$ cat src/rtl/except_sequencer_pkg.sv
// Shared types for the exception sequencer: ExcCodes, sequencer state,
// captured request and the bundled CP0 update.
package except_defs;

   localparam logic [4:0] EXC_CODE_INT        = 5'd0;
   localparam logic [4:0] EXC_CODE_MOD        = 5'd1;
   localparam logic [4:0] EXC_CODE_TLB_LOAD   = 5'd2;
   localparam logic [4:0] EXC_CODE_TLB_STORE  = 5'd3;
   localparam logic [4:0] EXC_CODE_ADDE_LOAD  = 5'd4;
   localparam logic [4:0] EXC_CODE_ADDE_STORE = 5'd5;

   typedef enum logic [1:0] {
      ST_IDLE,
      ST_DRAIN,
      ST_COMMIT,
      ST_REDIRECT
   } Except_seq_state_t;

   typedef struct packed {
      logic        eret;
      logic [4:0]  code;
      logic        delayslot;
      logic [31:0] current_pc;
      logic [31:0] jump_pc;
      logic [31:0] extra;
      logic        erl;
   } Except_capture_t;

   typedef struct packed {
      logic        commit;
      logic [31:0] epc;
      logic        cause_bd;
      logic [4:0]  cause_exccode;
      logic        badvaddr_we;
      logic [31:0] badvaddr;
      logic        exl_set;
      logic        exl_clr;
      logic        erl_clr;
   } CP0_commit_t;

   // Address-related exceptions are the only ones that report a bad address.
   function automatic logic code_has_badvaddr(input logic [4:0] code);
      return (code == EXC_CODE_MOD)       || (code == EXC_CODE_TLB_LOAD)  ||
             (code == EXC_CODE_TLB_STORE) || (code == EXC_CODE_ADDE_LOAD) ||
             (code == EXC_CODE_ADDE_STORE);
   endfunction

endpackage

$ cat src/rtl/except_sequencer_drain_timer.sv
// Up-counter bounding the time spent waiting for the data bus to drain.
module except_drain_timer #(
   parameter int TIMEOUT = 15
) (
   input  logic clk,
   input  logic rst_n,
   input  logic clr,
   input  logic en,
   output logic tc
);

   localparam int CW = $clog2(TIMEOUT + 1);
   localparam logic [CW-1:0] TC_VAL = CW'(TIMEOUT - 1);

   logic [CW-1:0] cnt_q, cnt_d;

   always_comb begin
      cnt_d = cnt_q;
      if (clr)
         cnt_d = '0;
      else if (en)
         cnt_d = cnt_q + CW'(1);
   end

   always_ff @(posedge clk or negedge rst_n) begin
      if (!rst_n)
         cnt_q <= '0;
      else
         cnt_q <= cnt_d;
   end

   assign tc = (cnt_q == TC_VAL);

endmodule

$ cat src/rtl/except_sequencer.sv
// Executes a captured exception/ERET: freeze, drain the data bus, commit CP0
// side effects in one strobe, then redirect the PC with a full flush.
//
// state    | meaning
// IDLE     | no sequence in flight; stall follows req_flush
// DRAIN    | waiting for mem_busy to fall or the drain timer to expire
// COMMIT   | one-cycle CP0 update strobe
// REDIRECT | one-cycle PC redirect with all stages flushed
module except_sequencer
   import except_defs::*;
#(
   parameter int N_STAGES      = 5,
   parameter int DRAIN_TIMEOUT = 15
) (
   input  logic                clk,
   input  logic                rst_n,
   input  logic                req_flush,
   input  logic                req_eret,
   input  logic [4:0]          req_code,
   input  logic                req_delayslot,
   input  logic [31:0]         req_current_pc,
   input  logic [31:0]         req_jump_pc,
   input  logic [31:0]         req_extra,
   input  logic                status_erl,
   input  logic                mem_busy,
   output logic                stall_all,
   output logic [N_STAGES-1:0] flush,
   output logic                cp0_commit,
   output logic [31:0]         cp0_epc,
   output logic                cp0_cause_bd,
   output logic [4:0]          cp0_cause_exccode,
   output logic                cp0_badvaddr_we,
   output logic [31:0]         cp0_badvaddr,
   output logic                cp0_exl_set,
   output logic                cp0_exl_clr,
   output logic                cp0_erl_clr,
   output logic                pc_redirect,
   output logic [31:0]         pc_target,
   output logic                drain_timeout,
   output logic                busy
);

   Except_seq_state_t state_q, state_d;
   Except_capture_t   cap_q, cap_d;
   CP0_commit_t       cp0_s;
   logic              timer_clr, timer_en, timer_tc;

   except_drain_timer #(.TIMEOUT(DRAIN_TIMEOUT)) u_drain_timer (
      .clk   (clk),
      .rst_n (rst_n),
      .clr   (timer_clr),
      .en    (timer_en),
      .tc    (timer_tc)
   );

   always_ff @(posedge clk or negedge rst_n) begin
      if (!rst_n) begin
         state_q <= ST_IDLE;
         cap_q   <= '0;
      end else begin
         state_q <= state_d;
         cap_q   <= cap_d;
      end
   end

   always_comb begin
      state_d       = state_q;
      cap_d         = cap_q;
      timer_clr     = 1'b0;
      timer_en      = 1'b0;
      stall_all     = 1'b1;
      flush         = '0;
      cp0_s         = '0;
      pc_redirect   = 1'b0;
      pc_target     = '0;
      drain_timeout = 1'b0;
      unique case (state_q)
         ST_IDLE: begin
            // Gated so that every output reads 0 while reset is held.
            stall_all = req_flush & rst_n;
            if (req_flush) begin
               cap_d.eret       = req_eret;
               cap_d.code       = req_code;
               cap_d.delayslot  = req_delayslot;
               cap_d.current_pc = req_current_pc;
               cap_d.jump_pc    = req_jump_pc;
               cap_d.extra      = req_extra;
               cap_d.erl        = status_erl;
               timer_clr        = 1'b1;
               state_d          = ST_DRAIN;
            end
         end
         ST_DRAIN: begin
            timer_en = 1'b1;
            if (!mem_busy) begin
               state_d = ST_COMMIT;
            end else if (timer_tc) begin
               drain_timeout = 1'b1;
               state_d       = ST_COMMIT;
            end
         end
         ST_COMMIT: begin
            cp0_s.commit = 1'b1;
            if (cap_q.eret) begin
               cp0_s.erl_clr = cap_q.erl;
               cp0_s.exl_clr = ~cap_q.erl;
            end else begin
               cp0_s.epc           = cap_q.delayslot ? cap_q.current_pc - 32'd4
                                                     : cap_q.current_pc;
               cp0_s.cause_bd      = cap_q.delayslot;
               cp0_s.cause_exccode = cap_q.code;
               cp0_s.badvaddr_we   = code_has_badvaddr(cap_q.code);
               cp0_s.badvaddr      = cap_q.extra;
               cp0_s.exl_set       = 1'b1;
            end
            state_d = ST_REDIRECT;
         end
         ST_REDIRECT: begin
            pc_redirect = 1'b1;
            pc_target   = cap_q.jump_pc;
            flush       = '1;
            state_d     = ST_IDLE;
         end
         default: state_d = ST_IDLE;
      endcase
   end

   assign cp0_commit        = cp0_s.commit;
   assign cp0_epc           = cp0_s.epc;
   assign cp0_cause_bd      = cp0_s.cause_bd;
   assign cp0_cause_exccode = cp0_s.cause_exccode;
   assign cp0_badvaddr_we   = cp0_s.badvaddr_we;
   assign cp0_badvaddr      = cp0_s.badvaddr;
   assign cp0_exl_set       = cp0_s.exl_set;
   assign cp0_exl_clr       = cp0_s.exl_clr;
   assign cp0_erl_clr       = cp0_s.erl_clr;
   assign busy              = (state_q != ST_IDLE);

endmodule
$ cat config.mk
export PLATFORM = sky130hd
export DESIGN_NAME = except_sequencer
export DESIGN_NICKNAME = d
export VERILOG_FILES = /design/src/rtl/except_sequencer_pkg.sv /design/src/rtl/except_sequencer_drain_timer.sv /design/src/rtl/except_sequencer.sv
export SDC_FILE = /design/constraint.sdc
export NUM_CORES = 1
export LEC_CHECK = 0
export CORE_MARGIN = 5
export CORE_UTILIZATION = 47
export DETAILED_ROUTE_END_ITERATION = 16
export PLACE_DENSITY_LB_ADDON = 0.15
export SYNTH_ARGS = -nofsm -noshare
export SYNTH_HDL_FRONTEND = slang
export SYNTH_HIERARCHICAL = 1
export SYNTH_SLANG_ARGS = --single-unit
$ cat constraint.sdc
create_clock -name clk -period 5.95 [get_ports clk]
set_input_delay 1.19 -clock clk [delete_from_list [all_inputs] [get_ports clk]]
set_output_delay 1.19 -clock clk [all_outputs]
set_load 0.01 [all_outputs]
=== Word level (Yosys, flattened, before mapping) ===
Index checks and enable logic that the tools add are counted.

* Add/sub/neg operators: 2
* Multipliers: 0
* Div/mod/pow operators: 0
* Magnitude comparators: 0
* Equality and inequality tests: 11
* Shift operators: 0
* Muxes and demuxes: 20
* Bitwise gates (word level): 2
* Reduce and logical (&&, ||, !) cells: 9

{| class="wikitable"
|+ Operator list
! operator !! number
|-
| two-way mux 75 bit || 1
|-
| two-way mux 72 bit || 1
|-
| two-way mux 32 bit || 2
|-
| subtractor 32 x 3 -> 32 bit (second input constant) || 1
|-
| equality test 5 x 2 -> 1 bit (second input constant) || 2
|-
| equality test 5 x 3 -> 1 bit (second input constant) || 2
|-
| two-way mux 1 bit || 8
|-
| two-way mux 2 bit || 4
|-
| two-way mux 4 bit || 2
|-
| case mux 2 bit (4 select lines) || 1
|-
| equality test 5 x 1 -> 1 bit (second input constant) || 1
|-
| two-way mux 5 bit || 1
|-
| adder 4 x 1 -> 4 bit (second input constant) || 1
|-
| equality test 2 bit (second input constant) || 2
|-
| equality test 4 bit (second input constant) || 1
|-
| logical OR 1 bit || 4
|-
| AND reduction 2 bit || 2
|-
| nonzero test 2 bit || 2
|-
| inequality test 3 bit (second input constant) || 1
|-
| equality test 2 x 1 -> 1 bit (second input constant) || 1
|-
| logical NOT 2 bit || 1
|-
| inequality test 2 bit (second input constant) || 1
|-
| bitwise AND 1 bit || 1
|-
| NOT 1 bit || 1
|}

* Bits in registers: 110
* Bits in latches: 0
* Bits in writable memories: 0
* ROM bits: 0
* Output and inout port bits: 116
* Memories kept: 0

=== Depth between registers and ports, before layout ===
* Depth after elaboration: 7
* Depth in mapped cells: 7
* Gate-level depth less buffers: 6

=== Modules after synthesis ===
The synthesis kept the hierarchy.

{| class="wikitable"
|+ Modules (own cells, without submodules)
! module !! instances !! cells each !! area each (sq um)
|-
| except_sequencer || 1 || 467 || 5377.7
|-
| except_drain_timer || 1 || 20 || 220.2
|}

=== Worst setup path after synthesis ===
OpenSTA, ideal clock, no wires.

* Path type: reg2out
* Start point: register cap_q[85] in the netlist's numbering
* End point: output cp0_epc[27]
* Data arrival time: 2190 ps
* Data required time: 4760 ps
* Setup slack: 2570 ps
* Stages on the path, launching flop included: 6
* Path through: dfrtp_1 -> or4_1 -> buf_2 -> or4_4 -> or4_1 -> a21oi_1

* Longest elaborated chain between the ends: 4

{| class="wikitable"
|+ RTL lines
! element !! line !! RTL
|-
| from (decl) || except_sequencer.sv:44 || <nowiki>Except_capture_t cap_q, cap_d;</nowiki>
|-
| from (signal assigned) || except_sequencer.sv:62 || <nowiki>cap_q <= cap_d;</nowiki>
|-
| subtractor 32 x 3 -> 32 bit || except_sequencer.sv:108 || <nowiki>cp0_s.epc = cap_q.delayslot ? cap_q.current_pc - 32'd4</nowiki>
|-
| two-way mux 32 bit || except_sequencer.sv:108 ||
|-
| two-way mux 72 bit || except_sequencer.sv:104 || <nowiki>if (cap_q.eret) begin</nowiki>
|-
| two-way mux 75 bit || except_sequencer.sv:77 || <nowiki>unique case (state_q)</nowiki>
|-
| to (decl) || except_sequencer.sv:29 || <nowiki>output logic [31:0] cp0_epc,</nowiki>
|}

Every way passes these cells.

=== Worst setup path after layout ===
* Start point: register state_q[0]
* End point: output cp0_badvaddr[4]

* Longest elaborated chain between the ends: 2

{| class="wikitable"
|+ RTL lines
! element !! line !! RTL
|-
| from (decl) || except_sequencer.sv:43 || <nowiki>Except_seq_state_t state_q, state_d;</nowiki>
|-
| from (signal assigned) || except_sequencer.sv:61 || <nowiki>state_q <= state_d;</nowiki>
|-
| equality test 2 bit || except_sequencer.sv:77 ||
|-
| two-way mux 75 bit || except_sequencer.sv:77 ||
|-
| to (decl) || except_sequencer.sv:33 || <nowiki>output logic [31:0] cp0_badvaddr,</nowiki>
|}

Every way passes these cells.

==> flow_metrics.env <==
export IMPL_root_buffer="clkbuf_16"
export IMPL_setup_violations_final=0
export IMPL_antenna_found_initial=0
export IMPL_path_buf_inv=4
export IMPL_max_cap_violations=0
export IMPL_ys_async_sr_fraction_pct=100.0
export IMPL_cts_hold_buf=0
export IMPL_drt_iter0_markers=213
export IMPL_timing_hold_ws_ns=0.5030
export IMPL_syn_avg_cell_area_sq_um=11.49
export IMPL_track_usage_pct=21.70
export IMPL_power_density_mw_per_mm2=468.5
export IMPL_clock_sinks=110
export IMPL_post_cts_buffers=0
export IMPL_finalCritPeriodShare_pct=77.78
export IMPL_synth_flop_cell="dfrtp_1"
export IMPL_fp_dieW_um=119.1
export IMPL_slowest_delay_ns=0.91
export IMPL_fin_worst_skew_ns=0.008584
export IMPL_syn_nets=603
export IMPL_hold_viol=0
export IMPL_dp_slack_ns=1.692
export IMPL_hold_path_endpoint="cap_q[65]"
export IMPL_layout_commonest_cell="clkdlybuf4s50_1"
export IMPL_grt_max_degree=96
export IMPL_clk_latency_ns=0.36
export IMPL_die_area_sq_mm=0.01419
export IMPL_p_total_mw=3.836
export IMPL_grt_pass1_vias=4802
export IMPL_die_h_um=119.1
export IMPL_endpoint_kind="primary output"
export IMPL_grt_ovfl_total=0
export IMPL_worst_slack_ns=1.322
export IMPL_yosysSeqAreaShare_pct=49.17
export IMPL_ant_nets=0
export IMPL_drive_gt1_share_pct=18.82
export IMPL_vias=4457
export IMPL_row_count=39
export IMPL_wl_per_cell_um=18.30
export IMPL_crit_chain="inv_1 -> ha_1 -> nand2b_1 -> buf_4 -> clkinv_1 -> and2_1 -> clkdlybuf4s50_1"
export IMPL_vias_per_cell=5.312
export IMPL_place_hpwl_um=11430
export IMPL_synth_area_sq_mm=0.005598
export IMPL_grt_setup_unrepaired="no"
export IMPL_io_pins=224
export IMPL_timing_rr_end="cap_q[45]"
export IMPL_r2r_cells=5
export IMPL_clkTransAtPathRegs_ns=0.07
export IMPL_cp_arrival_ns=3.44
export IMPL_cp_required_ns=4.76
export IMPL_syn_instance_count=487
export IMPL_drc=0
export IMPL_area_growth_pct=46.27
export IMPL_cts_tree="built"
export IMPL_synth_edff_count=0
export IMPL_htree_levels=3
export IMPL_ys_types=46
export IMPL_timing_fmax_mhz=216.1
export IMPL_outcome="completed"
export IMPL_vdd_drop_max_mv=0.3672
export IMPL_insertedDiodeCount=0
export IMPL_ys_warn_count=6
export IMPL_hold_path_class="flop to flop"
export IMPL_finalNetCount=808
export IMPL_start_kind="flop"
export IMPL_drt_pass1_iter_count=5
export IMPL_mostFrequentLayoutCells="222 x clkdlybuf4s50_1, 110 x dfrtp_1, 101 x mux2_2"
export IMPL_cp_max_fo=46
export IMPL_utilization_pct=70.80
export IMPL_clk_path_buf_depth=2
export IMPL_critPathKind="flop to primary output"
export IMPL_fin_crit_ns=4.628
export IMPL_grt_pass1_wl_um=24580
export IMPL_place_congestion=0.7682
export IMPL_r2r_start="state_q[0]"
export IMPL_start_util_pct=48.40
export IMPL_relSlewSlack_pct=20.78
export IMPL_post_cts_resize_count=0
export IMPL_drt_total_wl_um=15350
export IMPL_numCtsBuffers=9
export IMPL_r2r_slack_ns=3.26
export IMPL_port_buffers=223
export IMPL_fp_coreArea_sq_mm=0.01156
export IMPL_crit_family="buffers and inverters"
export IMPL_hp_start="cap_q[65]"
export IMPL_critPathSlowestCell="clkinv_1"
export IMPL_drv_slew=0
export IMPL_worst_pin_slew_ns=1.188
export IMPL_total_leakage_power_nw=3.250
export IMPL_hold_depth=1
export IMPL_fin_setup_tns_ns=0
export IMPL_synth_seq_cells=110
[per-layer routing]
metal  GRT usage (%)  part of all wire, %  vias up
met5               0                    0        -
met4           7.024                  2.3        0
met3           11.14                   10       23
met2           37.09                   51      164
met1           23.29                   36     2160
li1                -                    -     2110
[cells in the mapped netlist, types with 5 or more instances]
library cell / count / area, sq um
a21oi_1: 15 / 75.07
and2_1: 73 / 456.7
buf_4: 5 / 37.54
clkbuf_1: 25 / 93.84
dfrtp_1: 110 / 2753
ha_1: 8 / 100.1
inv_1: 9 / 33.78
mux2_2: 101 / 1137
nand2_1: 16 / 60.06
nand4_1: 5 / 31.28
nor2_1: 21 / 78.83
nor3_1: 8 / 40.04
nor4_1: 5 / 31.28
o21ai_0: 7 / 35.03
o31ai_1: 7 / 52.55
or3_1: 5 / 31.28
or4_1: 15 / 112.6
xnor2_1: 7 / 61.31
xor2_1: 6 / 52.55
[worst max path at each step]
| stage | cells after the start | startpoint | endpoint | slack [ns] |
|---|---|---|---|---|
| final | 7 | state_q[0] | cp0_badvaddr[4] | 1.32 |
| after global routing | 7 | state_q[0] | cp0_badvaddr[31] | 1.0 |
| after CTS | 7 | state_q[0] | cp0_badvaddr[4] | 1.29 |
| after detailed placement | 7 | state_q[0] | cp0_badvaddr[4] | 1.69 |
| after global placement | 7 | state_q[0] | cp0_badvaddr[20] | 1.83 |
| after floorplan | 5 | cap_q[85] | cp0_epc[27] | 2.57 |
[registers in the layout, indices dropped and copies added (netlist names)]
signal and flops:
state_q 2, u_drain_timer/cnt_q 4, cap_q 104
[metrics by stage]
stage | instance area [sq um] | instances
after CTS | 8188 | 839
after detailed placement | 7890 | 824
after global routing | 8188 | 839
final | 8188 | 839
after floorplan | 5598 | 487
after global placement | 7890 | 824
[worst reg2reg max path, delay by kind of cell (launching register included)]
| kind | cells | cell delay (ns) |
|---|---|---|
| adders and majority gates | 1 | 0.23 |
| buffers and inverters | 2 | 0.63 |
| DFF | 1 | 0.40 |
| muxes | 1 | 0.38 |
| and+or+nand+nor | 1 | 0.94 |
[power by group]
| part | internal [mW] | switching [mW] | total, mW |
|---|---|---|---|
| clock network | 0.337 | 0.275 | 0.612 |
| logic | 1.05 | 0.744 | 1.79 |
| registers | 1.13 | 0.302 | 1.43 |
| total | 2.52 | 1.32 | 3.84 |
[logic make-up after synthesis]
logic type               count (synthesis)  synth area share [%]
adder cells (fa/ha/maj)                  8                 1.788
XOR/XNOR                                13                 2.034
flip-flops                             110                 49.17
multiplexers                           103                 20.76
AO/OA/AOI/OAI                           39                 4.426
AND/OR/NAND/NOR                        172                 18.62
buffers and inverters                   42                 3.196
[layout make-up]
cell class                 count  area, sq um
fill                         869         3377
sequential                   110         2753
multi-input combinational    335         2669
timing repair buffer         226         2252
clock buffer                  10        239.0
tap                          143        178.9
clock inverter                 5        58.81
inverter                      10        37.54
No activity file was read; power rests on OpenSTA's default activity.
